==> config.mk <==
export PLATFORM = sky130hd
export DESIGN_NAME = dmem_host_port_flat
export DESIGN_NICKNAME = d
export VERILOG_FILES = /design/src/rtl/dmem_host_port_pkg.sv /design/src/rtl/dmem_host_port_if.sv /design/src/rtl/dmem_host_port.sv /design/src/flat_wrapper.sv
export SDC_FILE = /design/constraint.sdc
export NUM_CORES = 1
export LEC_CHECK = 0
export ABC_CLOCK_PERIOD_IN_PS = 2300
export CAP_MARGIN = 20
export CORE_UTILIZATION = 38
export CTS_CLUSTER_SIZE = 10
export DETAILED_ROUTE_END_ITERATION = 8
export GPL_ROUTABILITY_DRIVEN = 0
export HOLD_SLACK_MARGIN = 0.05
export PLACE_DENSITY = 0.81
export SYNTH_ARGS = -nofsm -noshare
export SYNTH_HDL_FRONTEND = slang
export SYNTH_SLANG_ARGS = --single-unit
==> constraint.sdc <==
create_clock -name Clock -period 2.3 [get_ports Clock]
set_clock_uncertainty 0.05 [all_clocks]
set_input_delay 0.46 -clock Clock [delete_from_list [all_inputs] [get_ports Clock]]
set_output_delay 0.46 -clock Clock [all_outputs]
set_load 0.02 [all_outputs]
==> src/rtl/dmem_host_port_pkg.sv <==
// Shared widths, burst opcodes and FSM encoding for the data-memory host port.
package dmem_pkg;
  localparam int ADDR_W = 4;
  localparam int DATA_W = 8;
  localparam int DEPTH  = 2 ** ADDR_W;

  localparam logic OP_LOAD = 1'b0;
  localparam logic OP_DUMP = 1'b1;

  typedef enum logic [2:0] {
    ST_IDLE      = 3'd0,
    ST_LOAD      = 3'd1,
    ST_DUMP_RD   = 3'd2,
    ST_DUMP_WAIT = 3'd3,
    ST_DONE      = 3'd4
  } state_t;

  // A zero length field means a full-memory burst.
  function automatic logic [ADDR_W:0] burst_len(input logic [ADDR_W-1:0] len);
    return (len == '0) ? (ADDR_W+1)'(DEPTH) : {1'b0, len};
  endfunction
endpackage

==> src/rtl/dmem_host_port_if.sv <==
// Host-side command, LOAD-stream and DUMP-stream handshakes plus burst status.
interface dmem_host_port_if;
  import dmem_pkg::*;

  logic              CmdValid;
  logic              CmdReady;
  logic              CmdOp;
  logic [ADDR_W-1:0] CmdAddr;
  logic [ADDR_W-1:0] CmdLen;
  logic              InValid;
  logic              InReady;
  logic [DATA_W-1:0] InData;
  logic              OutValid;
  logic              OutReady;
  logic [DATA_W-1:0] OutData;
  logic              Done;
  logic              Busy;

  modport master (
    output CmdValid, CmdOp, CmdAddr, CmdLen, InValid, InData, OutReady,
    input  CmdReady, InReady, OutValid, OutData, Done, Busy
  );

  modport slave (
    input  CmdValid, CmdOp, CmdAddr, CmdLen, InValid, InData, OutReady,
    output CmdReady, InReady, OutValid, OutData, Done, Busy
  );
endinterface

==> src/rtl/dmem_host_port.sv <==
// Owns the 16x8 memory ports: CPU pass-through when idle, host LOAD/DUMP bursts otherwise.
// LOAD: 1 byte/cycle; DUMP: registered output, 1 byte per 2 cycles, held until OutReady.
module dmem_host_port
  import dmem_pkg::*;
(
  input  logic              Clock,
  input  logic              Resetn,
  dmem_host_port_if.slave   host,
  output logic              CpuWriteDropped,
  input  logic [ADDR_W-1:0] CpuReadSel,
  output logic [DATA_W-1:0] CpuDataOut,
  input  logic              CpuWriteEn,
  input  logic [ADDR_W-1:0] CpuWriteSel,
  input  logic [DATA_W-1:0] CpuDataIn,
  output logic [ADDR_W-1:0] MemReadSelect,
  input  logic [DATA_W-1:0] MemDataOut,
  output logic              MemWriteEn,
  output logic [ADDR_W-1:0] MemWriteSelect,
  output logic [DATA_W-1:0] MemDataIn
);

  state_t            state;
  logic [ADDR_W-1:0] ptr;
  logic [ADDR_W:0]   cnt;
  logic              out_vld;
  logic [DATA_W-1:0] out_dat;
  logic              done;
  logic              wr_dropped;
  logic              last_beat;

  assign last_beat = (cnt == (ADDR_W+1)'(1));

  always_ff @(posedge Clock or negedge Resetn) begin
    if (!Resetn) begin
      state      <= ST_IDLE;
      ptr        <= '0;
      cnt        <= '0;
      out_vld    <= 1'b0;
      out_dat    <= '0;
      done       <= 1'b0;
      wr_dropped <= 1'b0;
    end else begin
      done <= 1'b0;
      if (CpuWriteEn && state != ST_IDLE)
        wr_dropped <= 1'b1;
      case (state)
        ST_IDLE: begin
          if (host.CmdValid) begin
            ptr        <= host.CmdAddr;
            cnt        <= burst_len(host.CmdLen);
            wr_dropped <= 1'b0;
            state      <= (host.CmdOp == OP_LOAD) ? ST_LOAD : ST_DUMP_RD;
          end
        end
        ST_LOAD: begin
          if (host.InValid) begin
            ptr <= ptr + 1'b1;
            cnt <= cnt - 1'b1;
            if (last_beat) begin
              state <= ST_DONE;
              done  <= 1'b1;
            end
          end
        end
        ST_DUMP_RD: begin
          out_dat <= MemDataOut;
          out_vld <= 1'b1;
          state   <= ST_DUMP_WAIT;
        end
        ST_DUMP_WAIT: begin
          if (host.OutReady) begin
            out_vld <= 1'b0;
            ptr     <= ptr + 1'b1;
            cnt     <= cnt - 1'b1;
            if (last_beat) begin
              state <= ST_DONE;
              done  <= 1'b1;
            end else begin
              state <= ST_DUMP_RD;
            end
          end
        end
        ST_DONE:  state <= ST_IDLE;
        default:  state <= ST_IDLE;
      endcase
    end
  end

  // Memory port steering; the CPU only reaches the write port while idle.
  always_comb begin
    MemReadSelect  = CpuReadSel;
    MemWriteEn     = 1'b0;
    MemWriteSelect = CpuWriteSel;
    MemDataIn      = CpuDataIn;
    case (state)
      ST_IDLE: MemWriteEn = CpuWriteEn;
      ST_LOAD: begin
        MemWriteEn     = host.InValid;
        MemWriteSelect = ptr;
        MemDataIn      = host.InData;
      end
      ST_DUMP_RD, ST_DUMP_WAIT: MemReadSelect = ptr;
      default: ;
    endcase
  end

  assign host.CmdReady = (state == ST_IDLE);
  assign host.InReady  = (state == ST_LOAD);
  assign host.Busy     = (state != ST_IDLE);
  assign host.OutValid = out_vld;
  assign host.OutData  = out_dat;
  assign host.Done     = done;
  assign CpuWriteDropped = wr_dropped;
  assign CpuDataOut      = MemDataOut;

endmodule

==> src/flat_wrapper.sv <==
// flat-port wrapper written by rule: the top's interface ports become plain ports
module dmem_host_port_flat import dmem_pkg::*;
  (Clock, Resetn, CpuWriteDropped, CpuReadSel, CpuDataOut, CpuWriteEn, CpuWriteSel, CpuDataIn, MemReadSelect, MemDataOut, MemWriteEn, MemWriteSelect, MemDataIn, host_CmdValid, host_CmdOp, host_CmdAddr, host_CmdLen, host_InValid, host_InData, host_OutReady, host_CmdReady, host_InReady, host_OutValid, host_OutData, host_Done, host_Busy);
  dmem_host_port_if host_i ();
  input  logic Clock;
  input  logic Resetn;
  output logic CpuWriteDropped;
  input  logic [ADDR_W-1:0] CpuReadSel;
  output logic [DATA_W-1:0] CpuDataOut;
  input  logic CpuWriteEn;
  input  logic [ADDR_W-1:0] CpuWriteSel;
  input  logic [DATA_W-1:0] CpuDataIn;
  output logic [ADDR_W-1:0] MemReadSelect;
  input  logic [DATA_W-1:0] MemDataOut;
  output logic MemWriteEn;
  output logic [ADDR_W-1:0] MemWriteSelect;
  output logic [DATA_W-1:0] MemDataIn;
  input wire logic [$bits(host_i.CmdValid)-1:0] host_CmdValid;
  input wire logic [$bits(host_i.CmdOp)-1:0] host_CmdOp;
  input wire logic [$bits(host_i.CmdAddr)-1:0] host_CmdAddr;
  input wire logic [$bits(host_i.CmdLen)-1:0] host_CmdLen;
  input wire logic [$bits(host_i.InValid)-1:0] host_InValid;
  input wire logic [$bits(host_i.InData)-1:0] host_InData;
  input wire logic [$bits(host_i.OutReady)-1:0] host_OutReady;
  output wire logic [$bits(host_i.CmdReady)-1:0] host_CmdReady;
  output wire logic [$bits(host_i.InReady)-1:0] host_InReady;
  output wire logic [$bits(host_i.OutValid)-1:0] host_OutValid;
  output wire logic [$bits(host_i.OutData)-1:0] host_OutData;
  output wire logic [$bits(host_i.Done)-1:0] host_Done;
  output wire logic [$bits(host_i.Busy)-1:0] host_Busy;
  assign host_i.CmdValid = host_CmdValid;
  assign host_i.CmdOp = host_CmdOp;
  assign host_i.CmdAddr = host_CmdAddr;
  assign host_i.CmdLen = host_CmdLen;
  assign host_i.InValid = host_InValid;
  assign host_i.InData = host_InData;
  assign host_i.OutReady = host_OutReady;
  assign host_CmdReady = host_i.CmdReady;
  assign host_InReady = host_i.InReady;
  assign host_OutValid = host_i.OutValid;
  assign host_OutData = host_i.OutData;
  assign host_Done = host_i.Done;
  assign host_Busy = host_i.Busy;
  dmem_host_port u_core (.Clock(Clock), .Resetn(Resetn), .host(host_i), .CpuWriteDropped(CpuWriteDropped), .CpuReadSel(CpuReadSel), .CpuDataOut(CpuDataOut), .CpuWriteEn(CpuWriteEn), .CpuWriteSel(CpuWriteSel), .CpuDataIn(CpuDataIn), .MemReadSelect(MemReadSelect), .MemDataOut(MemDataOut), .MemWriteEn(MemWriteEn), .MemWriteSelect(MemWriteSelect), .MemDataIn(MemDataIn));
endmodule
==> flow_summary.json, run 1 <==
{
  "grt_use_total_pct": 18.0,
  "combPwrFrac_pct": 62.4,
  "synth_compound_area_share_pct": 10.7,
  "rrSetupSlack_ps": 490,
  "holdWs_ps": 443,
  "die_h_um": 64.2,
  "worst-path-max-fanout": 14,
  "wire_per_inst_um": 13.3,
  "worst_hold_path_type": "reg2reg",
  "yosysWarnings": 0,
  "synth-edff-count": 0,
  "ys_ff_latch": 23,
  "synth_fa_ha_area_share_pct": 2.55,
  "die_area_um2": 4120,
  "drt-pass1-iter-count": 4,
  "drt_wl_total_um": 3610,
  "clock_latency_ps": 270,
  "p_int_uw": 1520,
  "switching_share_pct": 42.6,
  "maxSlewHeadroom_pct": 64.6,
  "initial_core_util_pct": 39.9,
  "grt_pass1_wl_um": 5830,
  "synth_top_family_by_area": "multiplexers",
  "fin_crit_sh_pct": 95.9,
  "p_seq_share_pct": 27.7,
  "io_buffers": 85,
  "clk_pin_slew_ps": 90,
  "yosysSeqAreaShare_pct": 39.1,
  "routed_via_density": 5.08,
  "drive_gt1_share_pct": 16.5,
  "fin_util_pct": 64.5,
  "synth_xor_area_share_pct": 0,
  "grt_pass1_vias": 1321,
  "layout.nets": 275,
  "cts-root-buf": "clkbuf_8",
  "yosysUniqueCellTypes": 33,
  "synth.area.mux_share_pct": 23.5,
  "slowest_delay_ps": 390,
  "io_pins": 86,
  "slew_viol_final": 0,
  "synthCells": 141,
  "cts_buffers": 3,
  "path_cells": "nand2b_4 > nor2_4 > buf_12 > mux2_1 > dlygate4sd2_1",
  "grt_max_degree": 24,
  "cts_sinks": 23,
  "cp.arrival_ps": 1700,
  "maxCapViolCount": 0,
  "drt_iter0_markers": 17,
  "final_antenna_net_count": 0,
  "cts_setup_buffers": 0,
  "area_delta_synth_final_pct": 61.6,
  "final_cell_mix": "66 x clkdlybuf4s50_1, 24 x mux2_1, 23 x dfrtp_1, 15 x nor2_1",
  "tightest_slew_ps": 528,
  "hold_violations": 0,
  "worstPathRequired_ps": 1790,
  "gr-total-overflow": 0,
  "setup_viol": 0,
  "die_x_um": 64.2,
  "power.density_nw_per_um2": 1110,
  "antenna_cells": 0,
  "cts_hold_buffers": 0,
  "ys.flop_type": "dfrtp_1",
  "endpoint_kind": "output port",
  "htree_num_levels": 1,
  "crit_type": "reg2out",
  "clock_path_buffers": 2,
  "antenna_found_initial": 0,
  "power.leakage_uw": 0.00103,
  "fin_crit_ps": 2210,
  "cts_tree": "yes",
  "syn_area_um2": 1470,
  "finalSetupTns_ps": 0,
  "status": "completed",
  "rsz0062_at_grt": "no",
  "fmax_mhz": 453,
  "ys_async_sr_fraction_pct": 100,
  "critPathSlowestCell": "dfrtp_1",
  "synth_simple_gate_area_share_pct": 15.5,
  "clkPwrFrac_pct": 9.9,
  "place_hpwl_um": 2810,
  "rows": 22,
  "critPathLaunchType": "flop",
  "drcViolationCount": 0,
  "p_sw_uw": 1130,
  "core-area_um2": 3690,
  "synthesis.nets": 191,
  "mostFrequentLayoutCell": "clkdlybuf4s50_1",
  "vias": 1383,
  "peakVddDrop_mv": 0.489,
  "synth.avg_cell_area_um2": 10.4
}
==> layout make-up <==
class	count	area, um2
fillers	309	1310
repair buffers	95	893
multi-input cells	97	783
flip-flops and latches	23	576
well taps	48	60.1
clock buffers	3	41.3
inverters	5	18.8
clock inverters	1	5.00
==> Yosys cell counts, types with 3 or more instances <==
library cell,count,area share (%)
nand2b_1,3,1.3
buf_2,3,1.0
nor3_1,7,2.4
and3_1,4,1.7
inv_1,3,0.77
dfrtp_1,23,39
mux2_1,24,18
a21oi_1,8,2.7
nor2_1,15,3.8
and2_1,3,1.3
mux2i_1,3,2.0
ha_1,3,2.6
a211oi_1,6,3.1
buf_4,12,6.1
==> worst max-delay path, delay by kind of cell (launching register included) <==
| kind | cells | cell delay [ps] |
|---|---|---|
| buffers and inverters | 2 | 470 |
| DFF | 1 | 390 |
| muxes | 1 | 310 |
| and+or+nand+nor | 2 | 260 |
==> per-layer routing <==
| metal | routed length [um] | vias up | GRT usage (%) |
|---|---|---|---|
| li1 | - | 665 | - |
| met4 | 46 | 0 | 7.22 |
| met3 | 281 | 5 | 3.39 |
| met1 | 1560 | 662 | 21.4 |
| met2 | 1720 | 51 | 31.6 |
| met5 | 0 | - | 0 |
==> path summary, 6_finish.rpt <==
check | from | endpoint | cells after the start
setup / recovery | u_core.state[2] | MemDataIn[6] | 5
hold / removal | u_core.host.OutData[5] | u_core.host.OutData[5] | 1
setup reg to reg | u_core.state[0] | u_core.cnt[1] | 4
hold reg to reg | u_core.host.OutData[5] | u_core.host.OutData[5] | 1
max in group asynchronous | Resetn | u_core.ptr[2] | 2
min in group asynchronous | Resetn | u_core.host.OutData[0] | 2
==> cells by family after synthesis <==
family	after synthesis
compound gates	23
fa+ha+maj	3
buf+inv	21
flops	23
mux	30
simple gates	41
==> per-stage QoR <==
| step | total power (uW) | cells | setup WS (ps) | cell area [um2] |
|---|---|---|---|---|
| finish | 2640 | 272 | 94.8 | 2380 |
| global route | 2830 | 272 | 28.0 | 2380 |
| CTS | 2690 | 272 | 2.25 | 2390 |
| detailed placement | 2500 | 268 | 74.7 | 2360 |
| global placement | 2470 | 268 | 92.9 | 2360 |
| floorplan | 1760 | 141 | 121 | 1470 |
==> state kept, by name (all words and copies together) (netlist names) <==
signal                  flops
u_core.CpuWriteDropped      1
u_core.host.Done            1
u_core.host.OutValid        1
u_core.cnt                  5
u_core.state                3
u_core.host.OutData         8
u_core.ptr                  4
==> timing repair <==
action                                  CTS  global route
resized for setup                        18            23
endpoints found under the setup margin   19            16
pin swaps                                 0             0
==> power by group through the flow <==
| stage | clock, uW | combinational (uW) | sequential (uW) |
|---|---|---|---|
| finish | 262 | 1650 | 732 |
| global route | 289 | 1780 | 755 |
| CTS | 273 | 1680 | 730 |
| detailed placement | 0 | 1770 | 734 |
| global placement | 0 | 1750 | 722 |
| floorplan | 0 | 948 | 808 |
Note: power is estimated with default switching activity, not from simulation.
==> run 2, diff against run 1 <==
--- a/config.mk
+++ b/config.mk
@@ -5,14 +5,14 @@
 export SDC_FILE = /design/constraint.sdc
 export NUM_CORES = 1
 export LEC_CHECK = 0
-export ABC_CLOCK_PERIOD_IN_PS = 2300
+export ABC_CLOCK_PERIOD_IN_PS = 2100
 export CAP_MARGIN = 20
-export CORE_UTILIZATION = 38
+export CORE_UTILIZATION = 30
 export CTS_CLUSTER_SIZE = 10
 export DETAILED_ROUTE_END_ITERATION = 8
 export GPL_ROUTABILITY_DRIVEN = 0
 export HOLD_SLACK_MARGIN = 0.05
-export PLACE_DENSITY = 0.81
+export PLACE_DENSITY = 0.66
 export SYNTH_ARGS = -nofsm -noshare
 export SYNTH_HDL_FRONTEND = slang
 export SYNTH_SLANG_ARGS = --single-unit
==> constraint.sdc (replaced) <==
create_clock -name Clock -period 2.1 [get_ports Clock]
set_clock_uncertainty 0.05 [all_clocks]
set_input_delay 0.42 -clock Clock [delete_from_list [all_inputs] [get_ports Clock]]
set_output_delay 0.42 -clock Clock [all_outputs]
set_load 0.02 [all_outputs]
==> run 2 against run 1 <==
Against the previous run: register-to-register slack got worse by 220 ps; wire length rose by 4.4%; non-clock buffer count increased by 5; highest routed layer is now met3; worst setup slack better by 2.3 ps; via count is 0.72% lower; clock power rose by 6%; sequential power is 9.2% higher.
==> flow_summary.json, run 2 (synthesized netlist as in run 1, its figures left out) <==
{
  "mostFrequentLayoutCell": "clkdlybuf4s50_1",
  "power.leakage_uw": 0.00103,
  "wire_per_inst_um": 12.7,
  "min_from": "u_core.host.OutData[4]",
  "cts_tree": "yes",
  "reg2reg_from": "u_core.state[1]",
  "layout.nets": 280,
  "clock_path_buffers": 2,
  "holdWs_ps": 439,
  "die_x_um": 72.0,
  "rsz0062_at_grt": "no",
  "maxSlewHeadroom_pct": 71.6,
  "p_total_uw": 2920,
  "fillCellCount": 454,
  "drcViolationCount": 0,
  "crit_start": "u_core.state[1]",
  "peakVddDrop_mv": 0.392,
  "drt_wl_total_um": 3770,
  "vias": 1373,
  "fin_util_pct": 51.5,
  "io_buffers": 85,
  "grt_use_total_pct": 14.6,
  "grt_max_degree": 24,
  "final_cell_mix": "65 x clkdlybuf4s50_1, 24 x mux2_1, 22 x dfrtp_1, 15 x nor2_1, 13 x buf_4",
  "power.density_nw_per_um2": 1200,
  "worst-path-max-fanout": 9,
  "rows": 25,
  "cts_sinks": 23,
  "dp.cells": 292,
  "fmax_mhz": 499,
  "r2r_cells": 5,
  "critPathLaunchType": "flop",
  "gr-total-overflow": 0,
  "clock_latency_ps": 260,
  "routed_via_density": 4.64,
  "initial_core_util_pct": 31.2,
  "cts_buffers": 3,
  "dpl_cell_area_um2": 2430,
  "hold_violations": 0,
  "cts_setup_buffers": 0,
  "setup_viol": 0,
  "grt_pass1_vias": 1287,
  "stdcell_count": 296,
  "grt_pass1_wl_um": 6020,
  "die_h_um": 72.0,
  "worst_hold_path_type": "reg2reg",
  "fin_crit_ps": 2000,
  "design_area_um2": 2430,
  "largest_reg_flops": 8,
  "die_area_um2": 5190,
  "endpoint_kind": "output port",
  "tightest_slew_ps": 426,
  "status": "completed",
  "fin_crit_sh_pct": 95.4,
  "htree_num_levels": 1,
  "worstPathRequired_ps": 1630,
  "drt-pass1-iter-count": 4,
  "cts-root-buf": "clkbuf_8",
  "antenna_found_initial": 0,
  "final_antenna_net_count": 0,
  "drive_gt1_share_pct": 22.3,
  "area_delta_synth_final_pct": 65.3,
  "place_hpwl_um": 2960,
  "core-area_um2": 4720,
  "antenna_cells": 0,
  "drt_iter0_markers": 40,
  "clk_pin_slew_ps": 90,
  "io_pins": 86,
  "cp.arrival_ps": 1530,
  "maxCapViolCount": 0,
  "crit_type": "reg2out",
  "slew_viol_final": 0,
  "hold_depth": 1
}
[run 2: changes by cell type in the layout (fill, tap and decap cells not counted), moves of 3 or more]
cell,previous run,this run
clkbuf_2,9,2
buf_2,0,12
dlygate4sd2_1,6,1
buf_4,9,13
dlymetal6s2s_1,3,0
clkdlybuf4s15_2,0,3
[run 2: report_power, final]
group | internal [uW] | switching [uW]
sequential | 642 | 156
clock | 132 | 146
combinational | 899 | 939
[run 2: worst paths after layout]
path | end | slack (ps)
setup / recovery | host_Busy | 100
hold / removal | u_core.host.OutData[4] | 440
setup reg to reg | u_core.ptr[3] | 270
hold reg to reg | u_core.host.OutData[4] | 440
max in group asynchronous | u_core.state[1] | 1290
min in group asynchronous | u_core.host.Done | 460
[run 2: cell type report]
cell class              count  area, um2  share of cell area [%]
multi-input cells          97        795                    32.7
clock buffers               3       41.3                    1.70
repair buffers            100        912                    37.5
well taps                  67       83.8                    3.45
inverters                   5       18.8                   0.772
flip-flops and latches     23        577                    23.7
clock inverters             1       5.00                   0.206
[run 2: worst max-delay path, stage by stage (launching register included)]
cell and delay [ps]:
dfrtp_2 460, buf_4 190, nor3_4 180, buf_4 140
inv_2 30, clkdlybuf4s15_1 280
[run 2: repair_timing]
action / CTS / global route
hold buffers: 0 / 0
resized for setup: 56 / 18
setup endpoints to repair: 20 / 16
[run 2: metal layers]
metal / up-vias / global-route usage [%] / share of wire [%]
met5: - / 0 / 0
met4: 0 / 3.27 / 0
met3: 0 / 3.75 / 9.5
met2: 66 / 25.7 / 47
met1: 632 / 18.1 / 44
li1: 675 / - / -
[run 2: through the flow]
step | setup slack (ps) | TNS, ps
2_1_floorplan | 44.9 | 0
3_3_place_gp | -39.7 | -393
3_5_place_dp | -50.5 | -602
4_1_cts | -5.54 | -5.54
5_1_grt | 11.6 | 0
6_report | 97.1 | 0
==> run 3, diff against run 2 <==
--- a/config.mk
+++ b/config.mk
@@ -5,8 +5,8 @@
 export SDC_FILE = /design/constraint.sdc
 export NUM_CORES = 1
 export LEC_CHECK = 0
-export ABC_CLOCK_PERIOD_IN_PS = 2100
-export CAP_MARGIN = 20
+export ABC_CLOCK_PERIOD_IN_PS = 1900
+export CAP_MARGIN = 30
 export CORE_UTILIZATION = 30
 export CTS_CLUSTER_SIZE = 10
 export DETAILED_ROUTE_END_ITERATION = 8
==> constraint.sdc (replaced) <==
create_clock -name Clock -period 1.9 [get_ports Clock]
set_clock_uncertainty 0.05 [all_clocks]
set_input_delay 0.38 -clock Clock [delete_from_list [all_inputs] [get_ports Clock]]
set_output_delay 0.38 -clock Clock [all_outputs]
set_load 0.02 [all_outputs]
==> run 3 against run 2 <==
Against the previous run: the flow now finishes with violations (setup timing); design area is 8.8% higher; sequential cell count stayed put; core utilization is 4.5 points higher; clock power is 14% higher; worst setup slack worse by 190 ps; global-route usage is 0.96 points higher; combinational power is 37% higher; largest power group unchanged; final cell count is 3.0% higher; non-clock buffer count is 9 higher; critical endpoint is now MemDataIn[0].
==> flow_summary.json, run 3 (synthesized netlist as in run 1, its figures left out) <==
{
  "cts_buffers": 3,
  "grt_use_total_pct": 15.6,
  "power.leakage_uw": 0.00123,
  "switching_share_pct": 40.0,
  "cts-root-buf": "clkbuf_8",
  "place_hpwl_um": 2990,
  "power.density_nw_per_um2": 1410,
  "drcViolationCount": 0,
  "stdcell_count": 305,
  "peakVddDrop_mv": 0.556,
  "drive_gt1_share_pct": 33.2,
  "dp.cells": 297,
  "area_delta_synth_final_pct": 79.8,
  "core-area_um2": 4720,
  "design_area_um2": 2650,
  "io_buffers": 85,
  "grt_pass1_vias": 1343,
  "clk_pin_slew_ps": 90,
  "final_cell_mix": "57 x clkdlybuf4s50_1, 24 x buf_4, 22 x dfrtp_1, 16 x mux2_4, 15 x nor2_1",
  "maxSlewHeadroom_pct": 73.6,
  "status": "finished with violations",
  "gr-total-overflow": 0,
  "io_pins": 86,
  "dpl_cell_area_um2": 2470,
  "drt-pass1-iter-count": 4,
  "rsz0062_at_grt": "yes",
  "fin_ws_ps": -94.9,
  "p_int_uw": 2240,
  "setup_viol": 12,
  "cts_tree": "yes",
  "wire_per_inst_um": 13.5,
  "tightest_slew_ps": 396,
  "worst_hold_path_type": "in2async",
  "cts_hold_buffers": 0,
  "finalSetupTns_ps": -877,
  "maxCapViolCount": 0,
  "routed_via_density": 4.64,
  "fin_crit_ps": 1990,
  "crit_type": "reg2out",
  "slew_viol_final": 0,
  "clkPwrFrac_pct": 8.5,
  "antenna_found_initial": 0,
  "violations": "setup timing",
  "htree_num_levels": 1,
  "fmax_mhz": 501,
  "reg2reg_from": "u_core.state[0]",
  "drt_wl_total_um": 4110,
  "grt_pass1_wl_um": 6270,
  "clock_path_buffers": 2,
  "combPwrFrac_pct": 67.6,
  "layout.nets": 289,
  "critPathLaunchType": "flop",
  "multi_input_area_um2": 858,
  "clock_latency_ps": 270,
  "crit_start": "u_core.state[2]",
  "die_x_um": 72.0,
  "worst-path-max-fanout": 7,
  "cp.arrival_ps": 1560,
  "endpoint_kind": "output port",
  "cts_sinks": 23,
  "p_seq_share_pct": 24.0,
  "drt_iter0_markers": 40,
  "largest_reg_flops": 8,
  "hold_violations": 0,
  "worstPathRequired_ps": 1470,
  "antenna_cells": 0,
  "final_antenna_net_count": 0,
  "initial_core_util_pct": 31.2,
  "die_area_um2": 5190,
  "vias": 1416,
  "grt_max_degree": 24,
  "mostFrequentLayoutCell": "clkdlybuf4s50_1",
  "rows": 25,
  "regArea_um2": 577,
  "fillCellCount": 405,
  "die_h_um": 72.0,
  "fin_crit_sh_pct": 105,
  "p_sw_uw": 1490
}
[run 3: changes by cell type in the layout (fill, tap and decap cells not counted), sizes merged]
cell,before,now
buf,27,42
dlymetal6s2s,0,4
clkdlybuf4s50,65,57
dlygate4sd2,1,5
clkdlybuf4s15,5,0
clkbuf,5,4
[run 3: what timing repair did]
action                                  CTS  global route
gates cloned                              0             1
endpoints found under the setup margin   24            23
setup buffers                             1             2
gates resized for setup                  87            48
pin swaps                                 0             2
[run 3: power groups by stage]
stage	clock network (uW)	registers, uW	logic, uW
detailed placement	0	893	2230
CTS	329	887	2110
global placement	0	882	2220
floorplan	0	978	1220
global route	344	928	2700
finish	316	894	2520
[run 3: routing by layer]
| layer | track usage [%] | part of all wire [%] | wire length, um |
|---|---|---|---|
| met5 | 0 | 0 | 0 |
| met4 | 5.88 | 1.5 | 60 |
| met3 | 3.75 | 6.7 | 276 |
| met2 | 27.0 | 49 | 2010 |
| met1 | 18.8 | 43 | 1760 |
[run 3: worst max-delay path: stages, from the launching register on]
cell,delay [ps]
dfrtp_1,380
nand2b_4,150
nor2_4,140
clkbuf_16,180
mux2_4,300
buf_6,130
[run 3: final timing paths]
check | slack (ps) | to | cells after the start
setup / recovery | -90 | MemDataIn[0] | 5
hold / removal | 400 | u_core.host.OutData[4] | 2
setup reg to reg | 110 | u_core.cnt[1] | 5
hold reg to reg | 440 | u_core.host.OutData[1] | 1
max in group asynchronous | 1150 | u_core.state[1] | 2
min in group Clock | 440 | u_core.host.OutData[1] | 1
[run 3: area by class of cell]
class	instances	share of cell area, %
repair buffers	109	40.1
clock buffers	3	1.56
well taps	67	3.17
inverters	5	0.709
clock inverters	1	0.189
multi-input cells	97	32.4
flip-flops and latches	23	21.8
[run 3: through the flow]
stage	hold slack [ps]	utilization (%)	setup WS (ps)	power (uW)
after CTS	410	51.9	-108	3320
after detailed placement	429	52.3	-236	3130
after global placement	419	52.3	-206	3100
after floorplan	34.4	-	-35.2	2200
after global routing	448	56.0	-143	3970
final	401	56.0	-94.9	3730
